--- src/rtl/mul_div_pkg.sv ---
// rtl/mul_div_pkg.sv - shared opcodes, FSM state encoding and default width for mul_div_unit
package mul_div_pkg;

    localparam int WIDTH_DEF = 32;

    localparam logic [1:0] OP_MULT  = 2'b00;
    localparam logic [1:0] OP_MULTU = 2'b01;
    localparam logic [1:0] OP_DIV   = 2'b10;
    localparam logic [1:0] OP_DIVU  = 2'b11;

    localparam logic [2:0] S_IDLE = 3'd0;
    localparam logic [2:0] S_PREP = 3'd1;
    localparam logic [2:0] S_CALC = 3'd2;
    localparam logic [2:0] S_FIX  = 3'd3;
    localparam logic [2:0] S_DONE = 3'd4;

endpackage

--- src/rtl/mul_div_datapath.sv ---
// rtl/mul_div_datapath.sv - unsigned shift-add multiplier / restoring divider, one bit per step
module mul_div_datapath
    import mul_div_pkg::*;
#(
    parameter int WIDTH = WIDTH_DEF
) (
    input  logic               clk_i,
    input  logic               rst_ni,
    input  logic               load_i,
    input  logic               step_i,
    input  logic               is_div_i,
    input  logic [WIDTH-1:0]   mag_a_i,
    input  logic [WIDTH-1:0]   mag_b_i,
    output logic [2*WIDTH-1:0] prod_o,
    output logic [WIDTH-1:0]   quot_o,
    output logic [WIDTH-1:0]   rem_o
);

    logic [2*WIDTH-1:0] acc_q, acc_d;
    logic [WIDTH-1:0]   opnd_q, opnd_d;
    logic [WIDTH-1:0]   rem_q, rem_d;

    logic [WIDTH:0]     add_sum;
    logic [WIDTH:0]     shifted;
    logic [WIDTH:0]     diff;

    // Multiply: low half holds the multiplier, consumed LSB first while the product grows in the high half.
    assign add_sum = {1'b0, acc_q[2*WIDTH-1:WIDTH]} + (acc_q[0] ? {1'b0, opnd_q} : '0);
    // Divide: the trial subtraction is one bit wider so its borrow shows up in diff[WIDTH].
    assign shifted = {rem_q, acc_q[WIDTH-1]};
    assign diff    = shifted - {1'b0, opnd_q};

    always_comb begin
        acc_d  = acc_q;
        opnd_d = opnd_q;
        rem_d  = rem_q;
        if (load_i) begin
            acc_d  = {{WIDTH{1'b0}}, (is_div_i ? mag_a_i : mag_b_i)};
            opnd_d = is_div_i ? mag_b_i : mag_a_i;
            rem_d  = '0;
        end else if (step_i) begin
            if (is_div_i) begin
                rem_d = diff[WIDTH] ? shifted[WIDTH-1:0] : diff[WIDTH-1:0];
                acc_d = {acc_q[2*WIDTH-1:WIDTH], acc_q[WIDTH-2:0], ~diff[WIDTH]};
            end else begin
                acc_d = {add_sum, acc_q[WIDTH-1:1]};
            end
        end
    end

    always_ff @(posedge clk_i or negedge rst_ni) begin
        if (!rst_ni) begin
            acc_q  <= '0;
            opnd_q <= '0;
            rem_q  <= '0;
        end else begin
            acc_q  <= acc_d;
            opnd_q <= opnd_d;
            rem_q  <= rem_d;
        end
    end

    assign prod_o = acc_q;
    assign quot_o = acc_q[WIDTH-1:0];
    assign rem_o  = rem_q;

endmodule

--- src/rtl/mul_div_unit.sv ---
// rtl/mul_div_unit.sv - multi-cycle signed/unsigned multiply/divide unit with Start/Busy/Done handshake
module mul_div_unit
    import mul_div_pkg::*;
#(
    parameter int WIDTH = WIDTH_DEF
) (
    input  logic             Clk,
    input  logic             Reset,
    input  logic             Start,
    input  logic [1:0]       Op,
    input  logic [WIDTH-1:0] A,
    input  logic [WIDTH-1:0] B,
    output logic             Busy,
    output logic             Done,
    output logic [WIDTH-1:0] Hi,
    output logic [WIDTH-1:0] Lo,
    output logic             Zero,
    output logic             DivZero
);

    localparam int CW = (WIDTH > 1) ? $clog2(WIDTH) : 1;

    logic [2:0]       state_q, state_d;
    logic [1:0]       op_q, op_d;
    logic [WIDTH-1:0] a_q, a_d, b_q, b_d;
    logic [CW-1:0]    cnt_q, cnt_d;
    logic             res_neg_q, res_neg_d, dvd_neg_q, dvd_neg_d;
    logic [WIDTH-1:0] hi_q, hi_d, lo_q, lo_d;
    logic             zero_q, zero_d, dz_q, dz_d;

    logic             is_signed, is_div, div_zero, a_neg, b_neg;
    logic [WIDTH-1:0] mag_a, mag_b, quot, rem, quot_s, rem_s, fix_hi, fix_lo;
    logic [2*WIDTH-1:0] prod, prod_s;

    assign is_signed = ~op_q[0];
    assign is_div    = op_q[1];
    assign div_zero  = is_div && (b_q == '0);
    assign a_neg     = is_signed & a_q[WIDTH-1];
    assign b_neg     = is_signed & b_q[WIDTH-1];
    assign mag_a     = a_neg ? -a_q : a_q;
    assign mag_b     = b_neg ? -b_q : b_q;

    mul_div_datapath #(.WIDTH(WIDTH)) u_datapath (
        .clk_i    (Clk),
        .rst_ni   (Reset),
        .load_i   (state_q == S_PREP),
        .step_i   (state_q == S_CALC),
        .is_div_i (is_div),
        .mag_a_i  (mag_a),
        .mag_b_i  (mag_b),
        .prod_o   (prod),
        .quot_o   (quot),
        .rem_o    (rem)
    );

    // Quotient truncates toward zero; remainder follows the dividend's sign.
    assign prod_s = res_neg_q ? -prod : prod;
    assign quot_s = res_neg_q ? -quot : quot;
    assign rem_s  = dvd_neg_q ? -rem  : rem;

    always_comb begin
        fix_hi = prod_s[2*WIDTH-1:WIDTH];
        fix_lo = prod_s[WIDTH-1:0];
        if (div_zero) begin
            fix_hi = a_q;
            fix_lo = '1;
        end else if (is_div) begin
            fix_hi = rem_s;
            fix_lo = quot_s;
        end
    end

    always_comb begin
        state_d   = state_q;
        op_d      = op_q;
        a_d       = a_q;
        b_d       = b_q;
        cnt_d     = cnt_q;
        res_neg_d = res_neg_q;
        dvd_neg_d = dvd_neg_q;
        hi_d      = hi_q;
        lo_d      = lo_q;
        zero_d    = zero_q;
        dz_d      = dz_q;
        case (state_q)
            S_IDLE, S_DONE: begin
                state_d = S_IDLE;
                if (Start) begin
                    op_d    = Op;
                    a_d     = A;
                    b_d     = B;
                    state_d = S_PREP;
                end
            end
            S_PREP: begin
                cnt_d     = CW'(WIDTH - 1);
                res_neg_d = a_neg ^ b_neg;
                dvd_neg_d = a_neg;
                state_d   = div_zero ? S_FIX : S_CALC;
            end
            S_CALC: begin
                if (cnt_q == '0) state_d = S_FIX;
                else             cnt_d   = cnt_q - 1'b1;
            end
            S_FIX: begin
                hi_d    = fix_hi;
                lo_d    = fix_lo;
                zero_d  = ({fix_hi, fix_lo} == '0);
                dz_d    = div_zero;
                state_d = S_DONE;
            end
            default: state_d = S_IDLE;
        endcase
    end

    always_ff @(posedge Clk or negedge Reset) begin
        if (!Reset) begin
            state_q   <= S_IDLE;
            op_q      <= '0;
            a_q       <= '0;
            b_q       <= '0;
            cnt_q     <= '0;
            res_neg_q <= 1'b0;
            dvd_neg_q <= 1'b0;
            hi_q      <= '0;
            lo_q      <= '0;
            zero_q    <= 1'b0;
            dz_q      <= 1'b0;
        end else begin
            state_q   <= state_d;
            op_q      <= op_d;
            a_q       <= a_d;
            b_q       <= b_d;
            cnt_q     <= cnt_d;
            res_neg_q <= res_neg_d;
            dvd_neg_q <= dvd_neg_d;
            hi_q      <= hi_d;
            lo_q      <= lo_d;
            zero_q    <= zero_d;
            dz_q      <= dz_d;
        end
    end

    assign Busy    = (state_q == S_PREP) || (state_q == S_CALC) || (state_q == S_FIX);
    assign Done    = (state_q == S_DONE);
    assign Hi      = hi_q;
    assign Lo      = lo_q;
    assign Zero    = zero_q;
    assign DivZero = dz_q;

endmodule

--- config.mk ---
export PLATFORM = sky130hd
export DESIGN_NAME = mul_div_unit
export DESIGN_NICKNAME = d
export VERILOG_FILES = /design/src/rtl/mul_div_pkg.sv /design/src/rtl/mul_div_datapath.sv /design/src/rtl/mul_div_unit.sv
export SDC_FILE = /design/constraint.sdc
export NUM_CORES = 1
export LEC_CHECK = 0
export CORE_MARGIN = 2
export CORE_UTILIZATION = 55
export CTS_BUF_LIST = sky130_fd_sc_hd__clkbuf_16
export DETAILED_ROUTE_END_ITERATION = 8
export DONT_BUFFER_PORTS = 1
export PLACE_DENSITY = 0.8
export SETUP_SLACK_MARGIN = 0.3
export SKIP_LAST_GASP = 1
export SYNTH_ARGS = -nofsm -noshare
export SYNTH_HDL_FRONTEND = slang
export SYNTH_SLANG_ARGS = --single-unit
--- constraint.sdc ---
create_clock -name Clk -period 5.9 [get_ports Clk]
set_input_delay 0.885 -clock Clk [delete_from_list [all_inputs] [get_ports Clk]]
set_output_delay 0.885 -clock Clk [all_outputs]
set_load 0.01 [all_outputs]
==> summary.md, run 1 <==
| Metric | Value |
|---|---|
| Worst min path class | input port to asynchronous set/reset pin |
| Post-synthesis sequential area ratio | 34.9% |
| Later-pin clock latency in the skew report | 580 ps |
| Minimum hold slack | 32.4 ps |
| RR Endpoint | Zero$_DFFE_PN0P_ |
| Top Ports | 137 |
| Outcome | completed |
| Htree depth | 1 |
| Post-DR vias/cell | 6.68 |
| CTS Root Cell | clkbuf_16 |
| Drt wl/cell | 23.5 µm |
| Worst reg2reg path depth | 13 |
| Fillers | 3024 |
| Synthesis-to-finish area growth | 6.24% |
| Placed insts | 2619 |
| Gate Count Post-Synth | 2309 |
| Die height | 192 µm |
| Slowest CP cell | a221oi_1 |
| Antenna violations before repair | 1 |
| Cell taking the most area after synthesis | dfrtp_1 |
| CP bufs+invs | 2 |
| GR Util All Layers | 33.7% |
| # DRC | 0 |
| Clock Sink Count | 270 |
| Grt met3 use | 7.45% |
| Pins Over Slew Limit | 0 |
| RR Startpoint | u_datapath.prod_o[0]$_DFFE_PN0P_ |
| Post-Layout Cell Count | 2680 |
| Area of the multi-input gates | 11700 µm² |
| # rows | 68 |
| Largest net degree at the start of global routing | 171 |
| Post-synth net total | 2450 |
| Max incr delay on CP | 690 ps |
| 1st-iter DRT viols | 2171 |
| Crit path max-delay family | simple AND/OR/NAND/NOR gates |
| Remaining Overflow, GRT | 0 |
| Skew final | 12.2 ps |
| Final nets | 2342 |
| Detailed Place HPWL | 46.2 mm |
| Crit path max fanout | 11 |
| Final setup viols | 0 |
| Met1 Usage GRT | 47.3% |
| Final ANT Viol Nets | 0 |
| Max cap viols | 0 |
| Syn_area_per_cell | 8.38 µm² |
| First-pass iteration count of the detailed router | 6 |
| Post-Route WL | 62.9 mm |
| CTS tree | done |
| Top cells by area, synth | dfrtp_1 (35%), o21ai_0 (5.6%), nand2_1 (4.6%) |
| Num CTS Buffers | 31 |
| Clock slew at the register clock pins of the worst setup and hold paths | 60 ps |
| Most common cell after layout, fill and taps aside | dfrtp_1 |
| Fin crit period | 4870 ps |
| Setup Fix Bufs, Post-CTS | 0 |
| Placer Congestion | 0.986 |
| Relative slew margins | 13.5% |
| Tcrit/Tclk final | 82.5% |
| Worst path required time | 6390 ps |
| Reg2reg setup slack | 1030 ps |
| Die area | 36700 µm² |
| Global-route wire length before repair | 95.4 mm |
| Netlist Area Pre-Place | 19300 µm² |
| Vias in the first global route | 16200 |
| Critical Path AT | 5360 ps |
| Cell Chain, Critical Path | inv_1, ha_1, nor3b_1, nand4_1, or3_1, buf_4, or3_1, o31ai_1, xnor2_1, a221oi_1, nand2_1, or4_1, o31ai_1 |
| Yosys top cell area share | 34.9% |
| TNS Setup | 0 ps |
| Ys Warns | 0 |
| Worst Setup End Kind | flip-flop |
| N_diodes | 0 |
| Effective utilization at floorplan | 55.9% |
| Final Core Density | 59.4% |
| Crit path launch type | flip-flop |
| Layout cells sized above 1 | 7.73% |
| Fmax | 205 MHz |
| CTS Buffer Depth | 3 |
| Final Hold Vio Count | 0 |
| Flops & latches, synth | 270 |
| Global Route met2 Usage | 50.0% |
| Sequential standard cell area | 6760 µm² |
| IO buf count | 0 |
| Post-synth EDFFs | 0 |
| Top_reg_cell synth | dfrtp_1 |
| Die X | 192 µm |
| Setup CP Type | flip-flop to flip-flop |
| Unrepaired setup endpoints after global routing | false |
| GR peak layer | met2 |
| Asr flop ratio synth | 100% |
| Commonest cells after routing, fill and taps aside | dfrtp_1 (268), nand2_1 (234), o21ai_0 (215), nor2_1 (196), a21oi_1 (123) |
| Critical path depth in cells | 13 |
| Vias | 17900 |
| Core outline area | 34600 µm² |
| Netlist cell types | 71 |
| Worst slew pin tran | 1290 ps |
==> routing by layer <==
| layer | up-vias | part of all wire [%] | wire (µm) |
|---|---|---|---|
| met1 | 8602 | 41 | 26100 |
| met2 | 992 | 43 | 27100 |
| met5 | - | 0 | 0 |
| met4 | 0 | 4.6 | 2870 |
| met3 | 137 | 11 | 6900 |
| li1 | 8166 | - | - |
==> cells in the mapped netlist (8+ instances only) <==
master and instances:
dfrtp_1 270, nand3_1 97, o221ai_1 14, o211ai_1 67, o41ai_1 36, o21ai_0 215
a211oi_1 11, nand2_1 235, and2_1 11, mux2i_1 44, nand4_1 14, nand2b_1 17
xor2_1 94, clkbuf_1 149, or3_1 34, o21a_1 8, a21o_1 27, o31ai_1 41
o311ai_0 18, xnor2_1 99, a21oi_1 123, nor2b_1 17, or2_2 14, nor2_1 196
inv_1 76, or4_1 24, buf_1 12, a221oi_1 8, nor4_1 23, mux2_2 62
o21bai_1 12, a31oi_1 22, nor3_1 41, ha_1 70, and3_1 13
==> worst reg2reg max path, delay by kind of cell (launching register included) <==
family,cells,cell delay [ps]
simple gates,6,2410
compound gates,3,1210
buf+inv,2,310
fa+ha+maj,1,250
xor+xnor,1,140
flops,1,460
==> timing repair <==
item                                   in CTS  in global routing
resized for setup                           0                  0
endpoints found under the hold margin      73                  0
hold buffers                                4                  0
==> final cells by class <==
class	count	area share, %
inverters	77	1.41
clock inverters	26	1.10
well taps	455	2.77
clock buffers	31	3.77
multi-input cells	1794	56.9
repair buffers	27	1.17
flip-flops and latches	270	32.9
==> kinds of logic (layout without fill, tap and decap cells) <==
logic type | count (synthesis) | after routing | share of synthesized area (%)
buffers and inverters | 245 | 161 | 4.90
AND/OR/NAND/NOR | 764 | 764 | 18.8
AO/OA/AOI/OAI | 659 | 659 | 22.0
multiplexers | 106 | 106 | 5.89
XOR/XNOR | 193 | 193 | 8.74
adder cells (fa/ha/maj) | 72 | 72 | 4.73
flip-flops | 270 | 270 | 34.9
==> how the worst max path moves through the flow <==
stage	start	to	slack, ps
final	u_datapath.prod_o[0]$_DFFE_PN0P_	Zero$_DFFE_PN0P_	1030
after floorplan	u_datapath.prod_o[14]$_DFFE_PN0P_	Zero$_DFFE_PN0P_	1680
after global placement	u_datapath.prod_o[0]$_DFFE_PN0P_	Zero$_DFFE_PN0P_	1320
after CTS	u_datapath.prod_o[0]$_DFFE_PN0P_	Zero$_DFFE_PN0P_	1160
after global routing	u_datapath.prod_o[1]$_DFFE_PN0P_	Zero$_DFFE_PN0P_	800
after detailed placement	u_datapath.prod_o[0]$_DFFE_PN0P_	Zero$_DFFE_PN0P_	1200
==> sequential cells by signal, summed over array words and instances (netlist names) <==
signal,flops
cnt_q,5
Lo,32
dvd_neg_q,1
DivZero,1
res_neg_q,1
b_q,32
Zero,1
Hi,32
u_datapath.rem_o,32
u_datapath.opnd_q,32
state_q,3
op_q,2
a_q,32
u_datapath.prod_o,64
==> per-stage QoR <==
stage	instance area, µm²	setup WS (ps)
2_1_floorplan	19300	1680
3_3_place_gp	19500	1320
3_5_place_dp	19500	1200
4_1_cts	20600	1160
5_1_grt	20600	803
6_report	20600	1030
Power of run 1 is not shown: default switching activity piles up to over one toggle a cycle in this logic, so the estimate is an artifact.
==> run 2: changes to the inputs <==
--- a/config.mk
+++ b/config.mk
@@ -10,7 +10,7 @@
 export CTS_BUF_LIST = sky130_fd_sc_hd__clkbuf_16
 export DETAILED_ROUTE_END_ITERATION = 8
 export DONT_BUFFER_PORTS = 1
-export PLACE_DENSITY = 0.8
+export PLACE_DENSITY = 0.83
 export SETUP_SLACK_MARGIN = 0.3
 export SKIP_LAST_GASP = 1
 export SYNTH_ARGS = -nofsm -noshare
==> constraint.sdc (replaced) <==
create_clock -name Clk -period 4 [get_ports Clk]
set_input_delay 0.6 -clock Clk [delete_from_list [all_inputs] [get_ports Clk]]
set_output_delay 0.6 -clock Clk [all_outputs]
set_load 0.01 [all_outputs]
==> summary.md, run 2 (synthesis results as in run 1) <==
| Metric | Value |
|---|---|
| Outcome | finished with violations |
| Failing checks | negative hold slack |
| # DRC | 0 |
| Clock Sink Count | 270 |
| Relative slew margins | 19.3% |
| Later-pin clock latency in the skew report | 600 ps |
| CTS Root Cell | clkbuf_16 |
| Tcrit/Tclk final | 98.3% |
| Vias in the first global route | 17400 |
| CTS Buffer Depth | 3 |
| Pins Over Slew Limit | 0 |
| Max cap viols | 0 |
| Crit path max-delay family | simple AND/OR/NAND/NOR gates |
| Worst slew pin tran | 1210 ps |
| GR Util All Layers | 35.9% |
| Drt wl/cell | 23.8 µm |
| Largest net degree at the start of global routing | 271 |
| Critical Path AT | 4430 ps |
| RR Startpoint | u_datapath.prod_o[21]$_DFFE_PN0P_ |
| Worst setup path start | u_datapath.prod_o[21]$_DFFE_PN0P_ |
| Vias | 18800 |
| Worst path required time | 4500 ps |
| Largest register FFs | 64 |
| Layout cells sized above 1 | 15.6% |
| CTS tree | done |
| Final ANT Viol Nets | 0 |
| IO buf count | 0 |
| Num CTS Buffers | 30 |
| Clock slew at the register clock pins of the worst setup and hold paths | 70 ps |
| Fmax | 254 MHz |
| Cell Chain, Critical Path | or4_4, or4_4, or4_4, buf_6, buf_4, o31ai_1, xnor2_1, a221oi_2, nand4_1, or4_4, o31ai_2 |
| Commonest cells after routing, fill and taps aside | dfrtp_1 (265), nand2_1 (232), o21ai_0 (211), nor2_1 (195), buf_4 (158) |
| Post-DR vias/cell | 6.66 |
| Core outline area | 34600 µm² |
| Minimum hold slack | -269 ps |
| Remaining Overflow, GRT | 0 |
| # rows | 68 |
| Max incr delay on CP | 600 ps |
| Skew final | 25.0 ps |
| Crit path top cell by count | or4_4 |
| Post-Route WL | 67.1 mm |
| Crit path max fanout | 5 |
| Fin crit period | 3930 ps |
| Detailed Place HPWL | 49.6 mm |
| Crit path launch type | flip-flop |
| Top Ports | 137 |
| Slowest CP cell | or4_4 |
| Die X | 192 µm |
| Setup CP Type | flip-flop to flip-flop |
| Worst min path class | input port to asynchronous set/reset pin |
| Die area | 36700 µm² |
| Final setup viols | 0 |
| TNS Setup | 0 ps |
| N_diodes | 0 |
| Global-route wire length before repair | 102 mm |
| Unrepaired setup endpoints after global routing | true |
| Antenna violations before repair | 1 |
| Htree depth | 1 |
| Placer Congestion | 1.04 |
| Most common cell after layout, fill and taps aside | dfrtp_1 |
| Effective utilization at floorplan | 55.9% |
| Final nets | 2485 |
| Worst Setup End Kind | flip-flop |
| First-pass iteration count of the detailed router | 6 |
| 1st-iter DRT viols | 2474 |
| Die height | 192 µm |
| Synthesis-to-finish area growth | 13.5% |
| CP bufs+invs | 2 |
| Final Hold Vio Count | 270 |
| Fillers | 2836 |
==> run 2: timing repair <==
item / CTS / global route
endpoints found under the hold margin: 270 / 270
setup buffers: 14 / 11
gates resized for setup: 25 / 54
setup endpoints to repair: 41 / 46
gates cloned: 0 / 1
pin swaps: 13 / 16
==> run 2: worst paths after layout <==
| kind | depth (start not counted) | endpoint | slack [ps] |
|---|---|---|---|
| setup / recovery | 11 | Zero$_DFFE_PN0P_ | 70 |
| hold / removal | 0 | Hi[19]$_DFFE_PN0P_ | -270 |
| hold reg to reg | 2 | u_datapath.opnd_q[21]$_DFFE_PN0P_ | 490 |
| setup reg to reg | 11 | Zero$_DFFE_PN0P_ | 70 |
| max in group asynchronous | 0 | op_q[1]$_DFFE_PN0P_ | 3570 |
| min in group Clk | 2 | b_q[12]$_DFFE_PN0P_ | 130 |
==> run 2: stage by stage <==
| step | utilization [%] | cell area [µm²] | setup WS [ps] | instances | hold WS (ps) |
|---|---|---|---|---|---|
| 2_1_floorplan | - | 19400 | -21.5 | 2309 | 304 |
| 3_3_place_gp | 58.9 | 20400 | -91.2 | 2741 | 323 |
| 3_5_place_dp | 58.9 | 20400 | -107 | 2741 | 321 |
| 4_1_cts | 62.4 | 21600 | 38.7 | 2809 | -283 |
| 5_1_grt | 63.4 | 22000 | -24.8 | 2821 | -288 |
| 6_report | 63.4 | 22000 | 69.2 | 2821 | -269 |
==> run 2: area by class of cell <==
| type | instances | area [µm²] | area share (%) |
|---|---|---|---|
| clock buffers | 31 | 776 | 3.53 |
| inverters | 77 | 293 | 1.33 |
| multi-input cells | 1795 | 12000 | 54.7 |
| repair buffers | 170 | 1330 | 6.06 |
| well taps | 455 | 569 | 2.59 |
| flip-flops and latches | 270 | 6770 | 30.8 |
| clock inverters | 23 | 216 | 0.986 |
==> run 2: routing by layer <==
layer,vias up,global-route usage (%),part of all wire (%)
met2,1159,53.8,43
met1,8961,48.5,39
met4,2,17.1,5.8
met5,-,0,0.018
met3,236,9.22,12
li1,8438,-,-
Power of run 2 is left out for the same reason.
==> run 3: changes to the inputs <==
--- a/config.mk
+++ b/config.mk
@@ -11,6 +11,7 @@
 export DETAILED_ROUTE_END_ITERATION = 8
 export DONT_BUFFER_PORTS = 1
 export PLACE_DENSITY = 0.83
+export RECOVER_POWER = 100
 export SETUP_SLACK_MARGIN = 0.3
 export SKIP_LAST_GASP = 1
 export SYNTH_ARGS = -nofsm -noshare
==> summary.md, run 3 (synthesis results as in run 1) <==
| Metric | Value |
|---|---|
| Layout cells sized above 1 | 15.3% |
| Die X | 192 µm |
| Worst min path class | input port to asynchronous set/reset pin |
| Drt wl/cell | 23.8 µm |
| Later-pin clock latency in the skew report | 600 ps |
| Clock slew at the register clock pins of the worst setup and hold paths | 70 ps |
| CTS Root Cell | clkbuf_16 |
| Max cap viols | 2 |
| Failing checks | negative hold slack, max-capacitance violations, max-slew violations |
| Setup CP Type | flip-flop to flip-flop |
| Largest net degree at the start of global routing | 271 |
| Top Ports | 137 |
| Commonest cells after routing, fill and taps aside | dfrtp_1 (265), nand2_1 (233), o21ai_0 (211), nor2_1 (195), buf_4 (152) |
| RR Startpoint | u_datapath.prod_o[21]$_DFFE_PN0P_ |
| Final ANT Viol Nets | 0 |
| RR Endpoint | Zero$_DFFE_PN0P_ |
| Post-route cell area | 21900 µm² |
| Unrepaired setup endpoints after global routing | true |
| Tcrit/Tclk final | 98.2% |
| Worst setup path start | u_datapath.prod_o[21]$_DFFE_PN0P_ |
| # rows | 68 |
| CP Capture Point | Zero$_DFFE_PN0P_ |
| Most common cell after layout, fill and taps aside | dfrtp_1 |
| Skew final | 26.7 ps |
| Post-Route WL | 67.2 mm |
| Relative slew margins | -89.6% |
| Core outline area | 34600 µm² |
| Crit path max fanout | 5 |
| Outcome | finished with violations |
| Detailed Place HPWL | 49.6 mm |
| Reg2reg setup slack | 70 ps |
| Vias | 18900 |
| 1st-iter DRT viols | 2551 |
| Crit path launch type | flip-flop |
| Placed standard-cell area | 20400 µm² |
| Placer Congestion | 1.04 |
| Htree depth | 1 |
| First-pass iteration count of the detailed router | 6 |
| Worst path required time | 4500 ps |
| Post-Layout Cell Count | 2822 |
| CTS Buffer Depth | 3 |
| Antenna violations before repair | 1 |
| Minimum hold slack | -268 ps |
| Post-DR vias/cell | 6.69 |
| CTS tree | done |
| Worst Setup End Kind | flip-flop |
| # DRC | 0 |
| Final setup viols | 0 |
| Remaining Overflow, GRT | 0 |
| Pins Over Slew Limit | 91 |
| Effective utilization at floorplan | 55.9% |
| Synthesis-to-finish area growth | 13.3% |
| Fin crit period | 3930 ps |
| Clock Sink Count | 270 |
| Worst slew pin tran | 2840 ps |
| GR Util All Layers | 35.9% |
| Final nets | 2485 |
| Vias in the first global route | 17400 |
| Fmax | 254 MHz |
| Final Core Density | 63.3% |
| Placed insts | 2741 |
| Die area | 36700 µm² |
| Fillers | 2848 |
| Num CTS Buffers | 30 |
| Final Hold Vio Count | 270 |
| Global-route wire length before repair | 102 mm |
| Dpl ws | -107 ps |
| Worst reg2reg path depth | 11 |
| Final worst slack | 70.0 ps |
| Largest register FFs | 64 |
| Die height | 192 µm |
| Critical Path AT | 4430 ps |
| IO buf count | 0 |
==> run 3: layer usage <==
layer	part of all wire, %	track usage [%]
met4	6.1	17.1
met2	43	53.8
met5	0	0
met1	39	48.5
met3	13	9.22
==> run 3: cell type report <==
class | instances | area (µm²) | share of cell area, %
well taps | 455 | 569 | 2.60
clock buffers | 31 | 776 | 3.54
inverters | 77 | 293 | 1.34
multi-input cells | 1795 | 12000 | 54.7
diodes | 1 | 2.50 | 0.0114
repair buffers | 170 | 1310 | 5.99
clock inverters | 23 | 216 | 0.988
flip-flops and latches | 270 | 6770 | 30.9
==> run 3: worst max-delay path, cell delays in order, from the launching register on <==
cell and delay [ps]:
dfrtp_1 390, or4_4 540, or4_4 450, or4_4 600, buf_6 160, buf_4 150
o31ai_1 310, xnor2_1 150, a221oi_2 290, nand4_1 110, or4_4 510, o31ai_2 180
==> run 3: worst min path at each step <==
| stage | cells after the start | to | slack (ps) | from |
|---|---|---|---|---|
| floorplan | 0 | DivZero$_DFFE_PN0P_ | 300 | Reset |
| global placement | 0 | Hi[19]$_DFFE_PN0P_ | 320 | Reset |
| global route | 0 | Hi[18]$_DFFE_PN0P_ | -290 | Reset |
| detailed placement | 0 | Hi[18]$_DFFE_PN0P_ | 320 | Reset |
| CTS | 0 | Hi[18]$_DFFE_PN0P_ | -280 | Reset |
| finish | 0 | Hi[19]$_DFFE_PN0P_ | -270 | Reset |
==> run 3: timing repair <==
action / 4_1_cts / 5_1_grt
gates cloned: 0 / 1
hold endpoints to repair: 270 / 270
setup buffers: 14 / 11
pin swaps: 13 / 16
gates resized for setup: 25 / 54
endpoints found under the setup margin: 41 / 46
==> run 3: metrics by stage <==
step,TNS (ps),hold slack (ps)
floorplan,-21.5,304
global placement,-91.2,323
detailed placement,-107,321
CTS,0,-283
global route,-24.8,-288
finish,0,-268
Power of run 3 is left out for the same reason.
